--- config.mk ---
export PLATFORM = sky130hd
export DESIGN_NAME = bin2bcd_seq_flat
export DESIGN_NICKNAME = d
export VERILOG_FILES = /design/src/rtl/bin2bcd_seq_if.sv /design/src/rtl/bin2bcd_seq.sv /design/src/flat_wrapper.sv
export SDC_FILE = /design/constraint.sdc
export NUM_CORES = 1
export LEC_CHECK = 0
export ABC_AREA = 1
export BUFFER_PORTS_ARGS = -buffer_cell sky130_fd_sc_hd__buf_2
export CAP_MARGIN = 10
export CORE_MARGIN = 2
export CORE_UTILIZATION = 35
export CTS_CLUSTER_DIAMETER = 200
export DETAILED_ROUTE_END_ITERATION = 10
export GPL_ROUTABILITY_DRIVEN = 0
export PLACE_DENSITY = 0.51
export SYNTH_ARGS = -nofsm -noshare
export SYNTH_HDL_FRONTEND = slang
export SYNTH_SLANG_ARGS = --single-unit
--- constraint.sdc ---
create_clock -name clk -period 1.41 [get_ports clk]
set_input_delay 0.0705 -clock clk [delete_from_list [all_inputs] [get_ports clk]]
set_output_delay 0.0705 -clock clk [all_outputs]
set_load 0.03 [all_outputs]
--- src/rtl/bin2bcd_seq_if.sv ---
// Handshake bundle for the sequential binary-to-BCD converter.
// Master drives the binary value and consumes the BCD result.
interface bin2bcd_seq_if #(
   parameter int BIN_W  = 8,
   parameter int DIGITS = 3
);
   logic                  in_valid;
   logic                  in_ready;
   logic [BIN_W-1:0]      bin_in;
   logic                  out_valid;
   logic                  out_ready;
   logic [4*DIGITS-1:0]   bcd_out;
   logic                  ovf;

   modport master (
      output in_valid,
      output bin_in,
      output out_ready,
      input  in_ready,
      input  out_valid,
      input  bcd_out,
      input  ovf
   );

   modport slave (
      input  in_valid,
      input  bin_in,
      input  out_ready,
      output in_ready,
      output out_valid,
      output bcd_out,
      output ovf
   );
endinterface

--- src/rtl/bin2bcd_seq.sv ---
// Multi-cycle double-dabble converter, one input bit per clock.
// Result register is separate from the working accumulator.
module bin2bcd_seq #(
   parameter int BIN_W  = 8,
   parameter int DIGITS = 3
) (
   input  logic           clk,
   input  logic           rst,
   bin2bcd_seq_if.slave   bus
);
   localparam int BW = 4 * DIGITS;

   typedef enum logic [1:0] {
      IDLE,
      SHIFT,
      DONE
   } state_e;

   state_e            state_q, state_d;
   logic [BIN_W-1:0]  bin_q, bin_d;
   logic [BW-1:0]     acc_q, acc_d;
   logic [5:0]        cnt_q, cnt_d;
   logic              sov_q, sov_d;
   logic [BW-1:0]     bcd_q, bcd_d;
   logic              ovf_q, ovf_d;

   logic [BW-1:0]     adj;
   logic [BW-1:0]     acc_sh;
   logic [BIN_W-1:0]  bin_sh;
   logic              carry;

   always_ff @(posedge clk) begin
      if (rst) begin
         state_q <= IDLE;
         bin_q   <= '0;
         acc_q   <= '0;
         cnt_q   <= '0;
         sov_q   <= 1'b0;
         bcd_q   <= '0;
         ovf_q   <= 1'b0;
      end else begin
         state_q <= state_d;
         bin_q   <= bin_d;
         acc_q   <= acc_d;
         cnt_q   <= cnt_d;
         sov_q   <= sov_d;
         bcd_q   <= bcd_d;
         ovf_q   <= ovf_d;
      end
   end

   always_comb begin
      state_d = state_q;
      bin_d   = bin_q;
      acc_d   = acc_q;
      cnt_d   = cnt_q;
      sov_d   = sov_q;
      bcd_d   = bcd_q;
      ovf_d   = ovf_q;

      // +3 on every nibble >= 5, top digit included
      adj = acc_q;
      for (int i = 0; i < DIGITS; i++) begin
         if (acc_q[4*i +: 4] >= 4'd5) begin
            adj[4*i +: 4] = acc_q[4*i +: 4] + 4'd3;
         end
      end
      {carry, acc_sh, bin_sh} = {adj, bin_q, 1'b0};

      unique case (state_q)
         IDLE: begin
            if (bus.in_valid) begin
               bin_d   = bus.bin_in;
               acc_d   = '0;
               sov_d   = 1'b0;
               cnt_d   = 6'(BIN_W);
               state_d = SHIFT;
            end
         end
         SHIFT: begin
            bin_d = bin_sh;
            acc_d = acc_sh;
            sov_d = sov_q | carry;
            cnt_d = cnt_q - 6'd1;
            if (cnt_q == 6'd1) begin
               bcd_d   = acc_sh;
               ovf_d   = sov_q | carry;
               state_d = DONE;
            end
         end
         DONE: begin
            if (bus.out_ready) begin
               state_d = IDLE;
            end
         end
         default: state_d = IDLE;
      endcase
   end

   assign bus.in_ready  = (state_q == IDLE);
   assign bus.out_valid = (state_q == DONE);
   assign bus.bcd_out   = bcd_q;
   assign bus.ovf       = ovf_q;
endmodule

--- src/flat_wrapper.sv ---
// flat-port wrapper written by rule: the top's interface ports become plain ports
module bin2bcd_seq_flat 
#(
   parameter int BIN_W  = 8,
   parameter int DIGITS = 3
)
  (clk, rst, bus_in_valid, bus_bin_in, bus_out_ready, bus_in_ready, bus_out_valid, bus_bcd_out, bus_ovf);
  bin2bcd_seq_if #(.BIN_W(BIN_W), .DIGITS(DIGITS)) bus_i ();
  input  logic clk;
  input  logic rst;
  input wire logic [$bits(bus_i.in_valid)-1:0] bus_in_valid;
  input wire logic [$bits(bus_i.bin_in)-1:0] bus_bin_in;
  input wire logic [$bits(bus_i.out_ready)-1:0] bus_out_ready;
  output wire logic [$bits(bus_i.in_ready)-1:0] bus_in_ready;
  output wire logic [$bits(bus_i.out_valid)-1:0] bus_out_valid;
  output wire logic [$bits(bus_i.bcd_out)-1:0] bus_bcd_out;
  output wire logic [$bits(bus_i.ovf)-1:0] bus_ovf;
  assign bus_i.in_valid = bus_in_valid;
  assign bus_i.bin_in = bus_bin_in;
  assign bus_i.out_ready = bus_out_ready;
  assign bus_in_ready = bus_i.in_ready;
  assign bus_out_valid = bus_i.out_valid;
  assign bus_bcd_out = bus_i.bcd_out;
  assign bus_ovf = bus_i.ovf;
  bin2bcd_seq #(.BIN_W(BIN_W), .DIGITS(DIGITS)) u_core (.clk(clk), .rst(rst), .bus(bus_i));
endmodule
Word-level counts from Yosys, hierarchy flattened
Index checks and enable logic that the tools add are counted.
{"block": "totals", "ff_bits": 42, "in_bits": 12, "out_inout_bits": 15, "elab_cells": 41}
{"block": "op_classes", "add_sub_neg": 4, "order_cmp": 3, "n_eq_ne": 6, "n_mux": 15, "n_bitwise": 1, "n_reduce_logical": 5}
{"operator": "$pmux W12 S2", "n": 1}
{"operator": "$pmux W8 S2", "n": 1}
{"operator": "$add A4 B2 Y4 const B", "n": 3}
{"operator": "$ge A4 B3 Y1 const B", "n": 3}
{"operator": "$mux W12", "n": 1}
{"operator": "$mux W4", "n": 3}
{"operator": "$pmux W6 S2", "n": 1}
{"operator": "$mux W8", "n": 1}
{"operator": "$eq A6 B1 Y1 const B", "n": 1}
{"operator": "$mux W2", "n": 3}
{"operator": "$mux W6", "n": 1}
{"operator": "$pmux W2 S3", "n": 1}
{"operator": "$sub A6 B1 Y6 const B", "n": 1}
{"operator": "$ne A2 B2 Y1 const B", "n": 2}
{"operator": "$reduce_and A2 Y1", "n": 2}
{"operator": "$reduce_and A3 Y1", "n": 1}
{"operator": "$eq A2 B1 Y1 const B", "n": 1}
{"operator": "$eq A2 B2 Y1 const B", "n": 1}
{"operator": "$logic_not A2 Y1", "n": 1}
{"operator": "$ne A2 B1 Y1 const B", "n": 1}
{"operator": "$pmux W1 S2", "n": 1}
{"operator": "$reduce_bool A2 Y1", "n": 1}
{"operator": "$mux W1", "n": 1}
{"operator": "$or A1 B1 Y1", "n": 1}

Longest topological paths before layout
Gate-level depths: netlist of the first run.
{"block": "logic_depth", "depth_word": 4, "mapped_depth": 9}

Worst setup path after synthesis of the first run
OpenSTA, ideal clock, no wires.
{"block": "synth_timing", "kind": "register -> register", "startpoint": "reg u_core.state_q[1]", "endpoint": "reg u_core.bin_q[3]", "t_arrival_ps": 1375, "required_ps": 1354, "setup_slack_ps": -22, "path_stages_with_launch": 8, "n_path_buf": 0, "path_cell_list": "dfxtp_1 nor2_1 nand2_1 inv_2 nand2_1 nand2_1 nand2_1 inv_1"}
{"block": "synth_via", "elab_chain_len": 3}
{"item": "start, declared", "line_no": "bin2bcd_seq.sv:19", "rtl": "state_e state_q, state_d;"}
{"item": "start signal, assigned", "line_no": "bin2bcd_seq.sv:42", "rtl": "state_q <= state_d;"}
{"item": "$logic_not A2 Y1 (*)"}
{"item": "net bus_in_ready", "line_no": "flat_wrapper.sv:14", "rtl": "output wire logic [$bits(bus_i.in_ready)-1:0] bus_in_ready;"}
{"item": "$ne A2 B2 Y1 (no source line) or $reduce_bool A2 Y1 (tied branches)"}
{"item": "$reduce_and A2 Y1 (no source line)"}
{"item": "end signal, assigned", "line_no": "bin2bcd_seq.sv:43", "rtl": "bin_q <= bin_d;"}
{"item": "end, declared", "line_no": "bin2bcd_seq.sv:20", "rtl": "logic [BIN_W-1:0] bin_q, bin_d;"}
Mark *: on every way through the listed nets, which the timed path passes. The rest lies on a longest branch.
A chain may end at the register's enable or synchronous reset.

Worst setup path after layout of the first run
{"block": "layout_timing", "startpoint": "reg u_core.acc_q[5]", "endpoint": "reg u_core.bcd_q[5] (netlist: u_core.bus.bcd_out[5])"}
{"block": "layout_via", "elab_chain_len": 2}
{"item": "start, declared", "line_no": "bin2bcd_seq.sv:21", "rtl": "logic [BW-1:0] acc_q, acc_d;"}
{"item": "start signal, assigned", "line_no": "bin2bcd_seq.sv:36", "rtl": "acc_q <= '0;"}
{"item": "start signal, assigned", "line_no": "bin2bcd_seq.sv:44", "rtl": "acc_q <= acc_d;"}
{"item": "$ge A4 B3 Y1", "line_no": "bin2bcd_seq.sv:64", "rtl": "if (acc_q[4*i +: 4] >= 4'd5) begin"}
{"item": "$mux W4", "line_no": "bin2bcd_seq.sv:64"}
{"item": "end signal, assigned", "line_no": "bin2bcd_seq.sv:39", "rtl": "bcd_q <= '0;"}
{"item": "end signal, assigned", "line_no": "bin2bcd_seq.sv:47", "rtl": "bcd_q <= bcd_d;"}
{"item": "end, declared", "line_no": "bin2bcd_seq.sv:24", "rtl": "logic [BW-1:0] bcd_q, bcd_d;"}
No other way between the ends.

==> results of run 1 <==
==> worst paths after layout <==
check                                to  depth (start not counted)             from  slack (ps)
setup / recovery  u_core.bus.bcd_out[5]                          8  u_core.acc_q[5]         140
hold / removal        u_core.state_q[1]                          4    bus_out_ready          20
setup reg to reg  u_core.bus.bcd_out[5]                          8  u_core.acc_q[5]         140
hold reg to reg         u_core.bin_q[0]                          2  u_core.bin_q[0]         470
==> cells by family after synthesis <==
logic type,after synthesis,share of synthesized area [%]
simple gates,122,26.7
compound gates,66,17.6
flops,42,42.7
buf+inv,38,7.95
fa+ha+maj,8,5.09
==> synth_stat cells, types with 4 or more instances <==
cell type  count  area (µm²)
nor2_1        26        97.6
buf_2          5        25.0
o21ai_1       15        75.1
o21ai_0        7        35.0
dfxtp_1       42         841
a21oi_1       36         180
nand4_1        7        43.8
nand2_1       63         236
inv_1         23        86.3
ha_1           8         100
inv_2          5        18.8
a31oi_1        4        25.0
nand3_1       21         105
==> worst min-delay path, cell delays in order <==
cell,delay (ps)
buf_2,70
o21ai_1,60
nand2_1,50
nor2_1,30
==> where the power goes <==
| part | switching [µW] | leakage, µW | internal (µW) | total (µW) |
|---|---|---|---|---|
| Clock | 419 | 0.0000524 | 531 | 949 |
| Sequential | 47.4 | 0.000342 | 1250 | 1300 |
| Combinational | 288 | 0.000657 | 165 | 452 |
| Total | 754 | 0.00105 | 1950 | 2700 |
==> registers in the layout, summed over array words and instances (netlist names) <==
signal,cells
u_core.sov_q,1
u_core.acc_q,12
u_core.state_q,2
u_core.bin_q,8
u_core.bus.bcd_out,12
u_core.bus.ovf,1
u_core.cnt_q,6
==> area by class of cell <==
type / count / area (µm²)
Clock inverter: 1 / 30.0
Clock buffer: 7 / 76.3
Sequential cell: 42 / 843
Multi-Input combinational cell: 196 / 1000
Inverter: 28 / 105
Timing Repair Buffer: 38 / 233
Tap cell: 72 / 90.1
Fill cell: 602 / 3090
==> routing by layer <==
layer  track usage [%]  vias up  wire, µm
met1              19.9      790      2170
met5                 0        -         0
li1                  -      981         -
met3              3.64        4       135
met4              6.21        0        29
met2              24.6       30      2140
==> layout by cell type (no fill, tap or decap), types with 5 or more instances in the layout <==
master	netlist	routed
inv_1	23	23
buf_2	5	26
nand3_1	21	17
nor2_1	26	24
nand2_1	63	62
o21ai_0	7	7
nand4_1	7	7
a21oi_1	36	34
buf_4	0	11
o21ai_1	15	15
inv_2	5	5
ha_1	8	8
clkbuf_8	0	5
dfxtp_1	42	40
==> what timing repair did <==
item                       in CTS  in global routing
buffers inserted                0                  3
setup endpoints to repair       0                 16
resized for setup               0                 10
hold buffers                    0                  0
==> through the flow <==
step / setup TNS [ps] / power, µW / hold slack, ps / utilization (%)
after floorplan: 0 / 1620 / 214 / -
after global placement: 0 / 1760 / 327 / 40.5
after detailed placement: 0 / 1760 / 332 / 40.5
after CTS: 0 / 2730 / 9.60 / 42.5
after global routing: -3.62 / 2860 / 38.6 / 43.5
final: 0 / 2700 / 22.0 / 43.5
==> metrics.txt, run 1 <==
outcome complete, no violations; Critical Path Source Type flip-flop; vias in the first global route 1,712; Yosys reg bits 42; Port-buffer cells 26; Inserted Clock Buffers 5; ys flop type dfxtp_1; gr ovfl total 0; critical path required time 1600 ps; Final nets 331; post-layout worst setup margin 140 ps; Netlist Area Pre-Place 1970 µm²; WS Path Type reg2reg; CP max-delay cell dfxtp_2; CP max FO 4; critical path capture point type flip-flop; DRC 0; Vias per Instance 4.70; yosys warns 0; final antenna-violating net count 0; CTS tree built; Area Growth Syn to Fin 21.1%; IO Pins 27; Seq/Total Area, Yosys 42.7%; ys async rst share 0%; # diodes 0; Row Count 27; Die Area 6240 µm²; largest net degree at the start of global routing 27; core area 5470 µm²; CP max stage delay 340 ps; per-cell routed wire length 11.7 µm; final instance area 2380 µm²; DRT iter0 DRCs 102; CTS clk-pin slew, worst paths 80 ps; total wire length 4480 µm; CP delay by family, top simple AND/OR/NAND/NOR gates; Final setup viols 0; DR pass1 iterations 4; min-delay worst type in2reg; Slew headroom 79.8%; Die Wd 79.0 µm; clk sinks 42; worst-margin pin slew 304 ps; Bufs and invs on worst path 2; Die Y 79.0 µm; hpwl dp 3010 µm; Fin Clk Skew 5.09 ps; Mapped Cells 276; Layout Cells excl Fill 384; Final period util 90.1%; worst vdd ir 0.679 mV; Final Hold Violating Endpoints 0; CTS root buf clkbuf_8; Synth Area per Inst 7.13 µm²; fin crit period 1270 ps; vias 1,805; Power per Cell Area 1130 nW/µm²; Placed Cells incl. Taps 373; Overall Global Routing Usage 15.4%; Starting Density 35.9%; DP Area 2220 µm²; proportion of layout cells with a drive suffix above 1 19.9%; initial antenna violation count 0; Clk Latency, worst-skew pair 290 ps; Lkg Pwr 0.00105 µW; Fmax achieved 788 MHz; pre-CTS setup slack 61.9 ps; number of synthesized flops with an enable pin 0; Worst EP arrival 1460 ps; CTS Buffer Depth 2; CP cell instances inv_1, ha_1, inv_1, nand2_1, nand3_2, nand2_1, a21oi_1, nor2_1; CTS HTree Levels 2; fin. max-slew vios 0; wire length of the first global-routing pass 7690 µm; syn nets 296; Netlist cell types 20; max_cap viols 0
No activity file was read; power rests on OpenSTA's default activity.
==> run 2: changes to the inputs <==
Settings changed: BUFFER_PORTS_ARGS -buffer_cell sky130_fd_sc_hd__buf_2 to unset, CORE_UTILIZATION 35 to 56, DONT_BUFFER_PORTS set to 1, PLACE_DENSITY 0.51 to 0.69.
==> run 2 against run 1 <==
  * Final cell count fell by 9.6%
  * Maximum frequency fell by 3.5%
  * Combinational power fell by 10%
  * First-iteration DRC count rose by 61%
  * Non-clock buffer count fell by 11
  * Sequential share of layout area rose by 0.89 points
  * Critical path depth did not move
  * Total power fell by 7.5%
  * Cell area fell by 2.3%
  * Clock skew barely moved
  * Clock power fell by 20%
  * Utilization rose by 26 points
  * Highest routed layer unchanged
==> metrics.txt, run 2 (synthesis gave the netlist of run 1 again) <==
Layout Cells excl Fill 347 (-9.6%); DRT iter0 DRCs 164 (+61%); Inserted Clock Buffers 5 (unchanged); fin crit period 1320 ps (+45.9 ps); Worst EP arrival 1580 ps (+120 ps); CP max FO 7 (+3); Fin Clk Skew 5.19 ps (+0.0944 ps); post-layout worst setup margin 94.3 ps (-45.9 ps); Hold Crit Start bus_in_valid; WS Path Type reg2reg; Starting Density 58.5% (+23 points); flop-to-flop setup slack 90 ps (-50 ps); commonest non-fill, non-tap cell in the layout nand2_1; Area Growth Syn to Fin 18.3%; outcome complete, no violations; Die Wd 63.3 µm (-20%); Row Count 21 (-22%); final antenna-violating net count 0 (unchanged); CTS clk-pin slew, worst paths 120 ps (+40 ps); CTS HTree Levels 2 (unchanged); Lkg Pwr 0.000980 µW (-6.8%); Vias per Instance 5.35 (+14%); gr ovfl total 0 (unchanged); Critical R2R Launch u_core.cnt_q[1]; worst hold path endpoint u_core.state_q[0]; Power per Cell Area 1070 nW/µm² (-5.4%); clk sinks 42 (unchanged); R2R Path End u_core.bus.ovf; commonest non-fill, non-tap cells in the layout nand2_1, dfxtp_1, a21oi_1, nor2_1, inv_1; vias in the first global route 1,690 (-1.3%); Overall Global Routing Usage 23.0% (+7.6 points); Final Hold Violating Endpoints 0 (unchanged); pre-CTS setup slack 38.8 ps (-23.1 ps); Final setup viols 0 (unchanged); max_cap viols 0 (unchanged); total wire length 4320 µm (-3.6%); initial antenna violation count 0 (unchanged); final core utilization 69.2% (+26 points); per-cell routed wire length 12.4 µm (+6.7%); WHS Path Cells 2 (-2); CTS tree built; Placed Cells incl. Taps 324 (-13%); Die Y 63.3 µm (-20%); Port-buffer cells 0 (-100%); DR pass1 iterations 4 (unchanged); wire length of the first global-routing pass 7330 µm (-4.7%); # diodes 0 (unchanged); Critical Path Source Type flip-flop; IO Pins 27 (unchanged); Fmax achieved 760 MHz (-3.5%); min-delay worst type in2reg; Fillers 314 (-48%); Slew headroom 33.9% (-46 points); Die Area 4000 µm² (-36%); Clk Latency, worst-skew pair 350 ps (+60 ps); core area 3360 µm² (-39%); worst vdd ir 0.709 mV (+4.3%); DRC 0 (unchanged); Final nets 320 (-3.3%); largest net degree at the start of global routing 27 (unchanged); vias 1,858 (+2.9%); CTS Buffer Depth 2 (unchanged); R2R cell count 8 (unchanged); CTS root buf clkbuf_4; Final period util 93.3% (+3.3 points); fin. max-slew vios 0 (unchanged); proportion of layout cells with a drive suffix above 1 14.0% (-5.9 points); critical path required time 1680 ps (+80 ps); hpwl dp 2850 µm (-5.2%); worst-margin pin slew 988 ps (+684 ps); critical path capture point type flip-flop
run 2: cell types whose count changed in the layout (fill, tap and decap cells not counted), moves of 5 or more:
| cell | previous run | this run |
|---|---|---|
| buf_2 | 26 | 0 |
| dlygate4sd3_1 | 0 | 13 |
| clkbuf_4 | 0 | 5 |
| clkbuf_8 | 5 | 0 |
run 2: per-stage QoR:
stage | power [µW] | area, µm² | hold WS, ps | TNS (ps)
after CTS | 2510 | 2270 | 52.3 | 0
final | 2500 | 2330 | 50.8 | 0
after global placement | 1710 | 2070 | 142 | 0
after detailed placement | 1710 | 2070 | 144 | 0
after global routing | 2630 | 2330 | 73.8 | -16.6
after floorplan | 1620 | 1970 | 214 | 0
run 2: critical path, stage by stage, from the launching register on:
cell	delay, ps
dfxtp_2	350
inv_2	50
ha_2	180
nand3_2	100
nor2_4	220
buf_4	140
nand3_1	70
nand2_1	80
inv_1	40
run 2: how the worst max path moves through the flow:
stage,end,from,slack [ps],cells past startpoint
6_report,u_core.bus.ovf,u_core.cnt_q[1],90,8
5_1_grt,u_core.bus.bcd_out[6],u_core.acc_q[5],-7,8
4_1_cts,u_core.bus.bcd_out[9],u_core.acc_q[8],30,8
3_5_place_dp,u_core.bus.bcd_out[9],u_core.acc_q[8],40,8
3_3_place_gp,u_core.bus.bcd_out[10],u_core.acc_q[8],80,8
2_1_floorplan,u_core.state_q[1],u_core.state_q[1],140,6
run 2: cell type report:
type                       count  area (µm²)  area share [%]
inverter                      28         105            4.52
multi-input combinational    196        1000            43.1
sequential                    42         845            36.3
tap                           46        57.6            2.47
clock buffer                   5        37.5            1.61
clock inverter                 3        40.0            1.72
timing repair buffer          27         239            10.3
run 2: what timing repair did:
action,CTS,global route
hold buffers,13,0
gates resized for setup,0,13
endpoints found under the hold margin,40,0
setup endpoints to repair,0,19
buffers inserted,0,2
run 2: power breakdown:
group	internal, µW	switching, µW	leakage [µW]
clock	367	388	0.0000450
sequential	1250	79.7	0.000342
combinational	160	248	0.000593
total	1780	715	0.000980
run 2: per-layer routing:
layer  vias up  GRT usage (%)  wire, µm  share of wire (%)
met5         -              0         0                  0
met4         0           7.34        48                1.1
met3         5           7.50       185                4.3
met2        39           38.2      2110                 49
met1       851           28.2      1970                 46
li1        963              -         -                  -
==> run 3: changes to the inputs <==
Settings changed: ABC_CLOCK_PERIOD_IN_PS set to 1410, CELL_PAD_IN_SITES_DETAIL_PLACEMENT set to 1, CELL_PAD_IN_SITES_GLOBAL_PLACEMENT set to 1, CORE_UTILIZATION 56 to 44, PLACE_DENSITY 0.69 to 0.75.
==> run 3 against run 2 <==
  * Die area rose by 25%
  * Highest routed layer unchanged
  * Via count rose by 1.2%
  * Utilization fell by 15 points
  * Cell area rose by 0.27%
  * Combinational power rose by 8.4%
  * Worst hold slack got worse by 26 ps
  * Clock skew barely moved
  * Largest power group unchanged
  * Routed wire length rose by 19%
  * Critical endpoint is now u_core.cnt_q[3]
  * Register-to-register slack barely moved
  * Sequential share of layout area barely moved
==> metrics.txt, run 3 (synthesis gave the netlist of run 1 again) <==
Final nets 315 (-1.6%); post-layout worst setup margin 99.8 ps (+5.51 ps); final instance area 2330 µm² (+0.27%); fin. max-slew vios 0 (unchanged); flop-to-flop setup slack 100 ps (about the same); worst vdd ir 0.526 mV (-26%); critical path required time 1620 ps (-60 ps); DR pass1 iterations 4 (unchanged); CP max FO 14 (+7); Placed Cells incl. Taps 329 (+1.5%); Overall Global Routing Usage 21.5% (-1.5 points); pre-CTS setup slack 53.9 ps (+15.1 ps); sum of negative setup slack 0 ps (unchanged); Final period util 92.9% (-0.39 points); Slew headroom 31.8% (-2.2 points); Area Growth Syn to Fin 18.6%; min-delay worst type in2reg; DRT iter0 DRCs 44 (-73%); Worst EP arrival 1520 ps (-60 ps); WS Path Type reg2reg; CTS clk-pin slew, worst paths 80 ps (-40 ps); Clk Latency, worst-skew pair 290 ps (-60 ps); clk sinks 42 (unchanged); Critical Path Source Type flip-flop; Starting Density 45.5% (-13 points); Fillers 557 (+77%); Die Wd 70.9 µm (+12%); Final Hold Violating Endpoints 0 (unchanged); fin crit period 1310 ps (-5.51 ps); CTS HTree Levels 2 (unchanged); Die Y 70.9 µm (+12%); initial antenna violation count 0 (unchanged); outcome complete, no violations; Final setup viols 0 (unchanged); proportion of layout cells with a drive suffix above 1 12.9% (-1.1 points); hpwl dp 3510 µm (+23%); Fin Clk Skew 5.16 ps (-0.0266 ps); Fmax achieved 763 MHz (+0.42%); vias 1,881 (+1.2%); DP Area 2090 µm² (+1.2%); gr ovfl total 0 (unchanged); CP max-delay cell dfxtp_2; wire length of the first global-routing pass 8680 µm (+18%); vias in the first global route 1,938 (+15%); CTS tree built; R2R cell count 6 (-2); Row Count 24 (+14%); Layout Cells excl Fill 347 (unchanged); DRC 0 (unchanged); Lkg Pwr 0.000970 µW (-0.97%); max_cap viols 0 (unchanged); CTS root buf clkbuf_8; final antenna-violating net count 0 (unchanged); Inserted Clock Buffers 5 (unchanged); CTS Buffer Depth 2 (unchanged); core area 4320 µm² (+29%); critical path capture point type flip-flop; WHS Path Cells 3 (+1); commonest non-fill, non-tap cell in the layout nand2_1; commonest non-fill, non-tap cells in the layout nand2_1, dfxtp_1, a21oi_1, nor2_1, inv_1; Power per Cell Area 1080 nW/µm² (+0.31%); # diodes 0 (unchanged); Port-buffer cells 0 (unchanged); CP max stage delay 370 ps (+20 ps); total wire length 5120 µm (+19%); IO Pins 27 (unchanged); RSZ-0062 raised after global routing no; Hold Slack 24.5 ps (-26.3 ps); per-cell routed wire length 14.8 µm (+19%); worst-margin pin slew 1020 ps (+35.8 ps); CP cell instances inv_2, nor2_4, buf_8, nand3_1, or2_0, a21oi_1; largest net degree at the start of global routing 27 (unchanged); Vias per Instance 5.42 (+1.2%); Die Area 5020 µm² (+25%)
==> run 3: changes by cell type in the layout (fill, tap and decap cells not counted), sizes merged <==
| cell | delta |
|---|---|
| clkbuf | +2 |
| buf | -2 |
| bufinv | -1 |
| dlygate4sd3 | -4 |
| clkinv | -2 |
| dlymetal6s4s | +1 |
==> run 3: report_power, final <==
part | switching (µW) | total (µW) | internal (µW)
Sequential | 80.7 | 1330 | 1250
Combinational | 270 | 441 | 171
Clock | 395 | 737 | 342
Total | 746 | 2510 | 1770
==> run 3: stage by stage <==
stage | util (%) | power, µW
final | 54.0 | 2510
after global routing | 54.0 | 2630
after CTS | 52.4 | 2510
after global placement | 48.4 | 1730
after detailed placement | 48.4 | 1740
after floorplan | - | 1620
==> run 3: critical path, delay by kind of cell (launching register included) <==
| kind | cells | cell delay (ps) |
|---|---|---|
| flops | 1 | 370 |
| simple gates | 3 | 500 |
| compound gates | 1 | 140 |
| buf+inv | 2 | 220 |
==> run 3: area by class of cell <==
class	count	area [µm²]	share of cell area (%)
Tap cell	52	65.1	2.79
Sequential cell	42	846	36.2
Clock buffer	7	76.3	3.27
Inverter	28	105	4.50
Timing Repair Buffer	22	225	9.65
Multi-Input combinational cell	196	1020	43.5
==> run 3: final timing paths <==
kind,end,start
hold reg to reg,u_core.bin_q[0],u_core.bin_q[0]
setup reg to reg,u_core.cnt_q[3],u_core.state_q[0]
hold / removal,u_core.sov_q,bus_in_valid
setup / recovery,u_core.cnt_q[3],u_core.state_q[0]
==> run 3: metal layers <==
metal | track usage (%) | part of all wire, %
met2 | 39.3 | 53
met1 | 25.0 | 43
met3 | 4.27 | 2.9
met4 | 7.13 | 1.2
met5 | 0 | 0
==> run 3: what timing repair did <==
item	CTS	global route
setup buffers	0	1
hold endpoints to repair	28	0
resized for setup	0	17
setup endpoints to repair	0	22
hold buffers	10	0
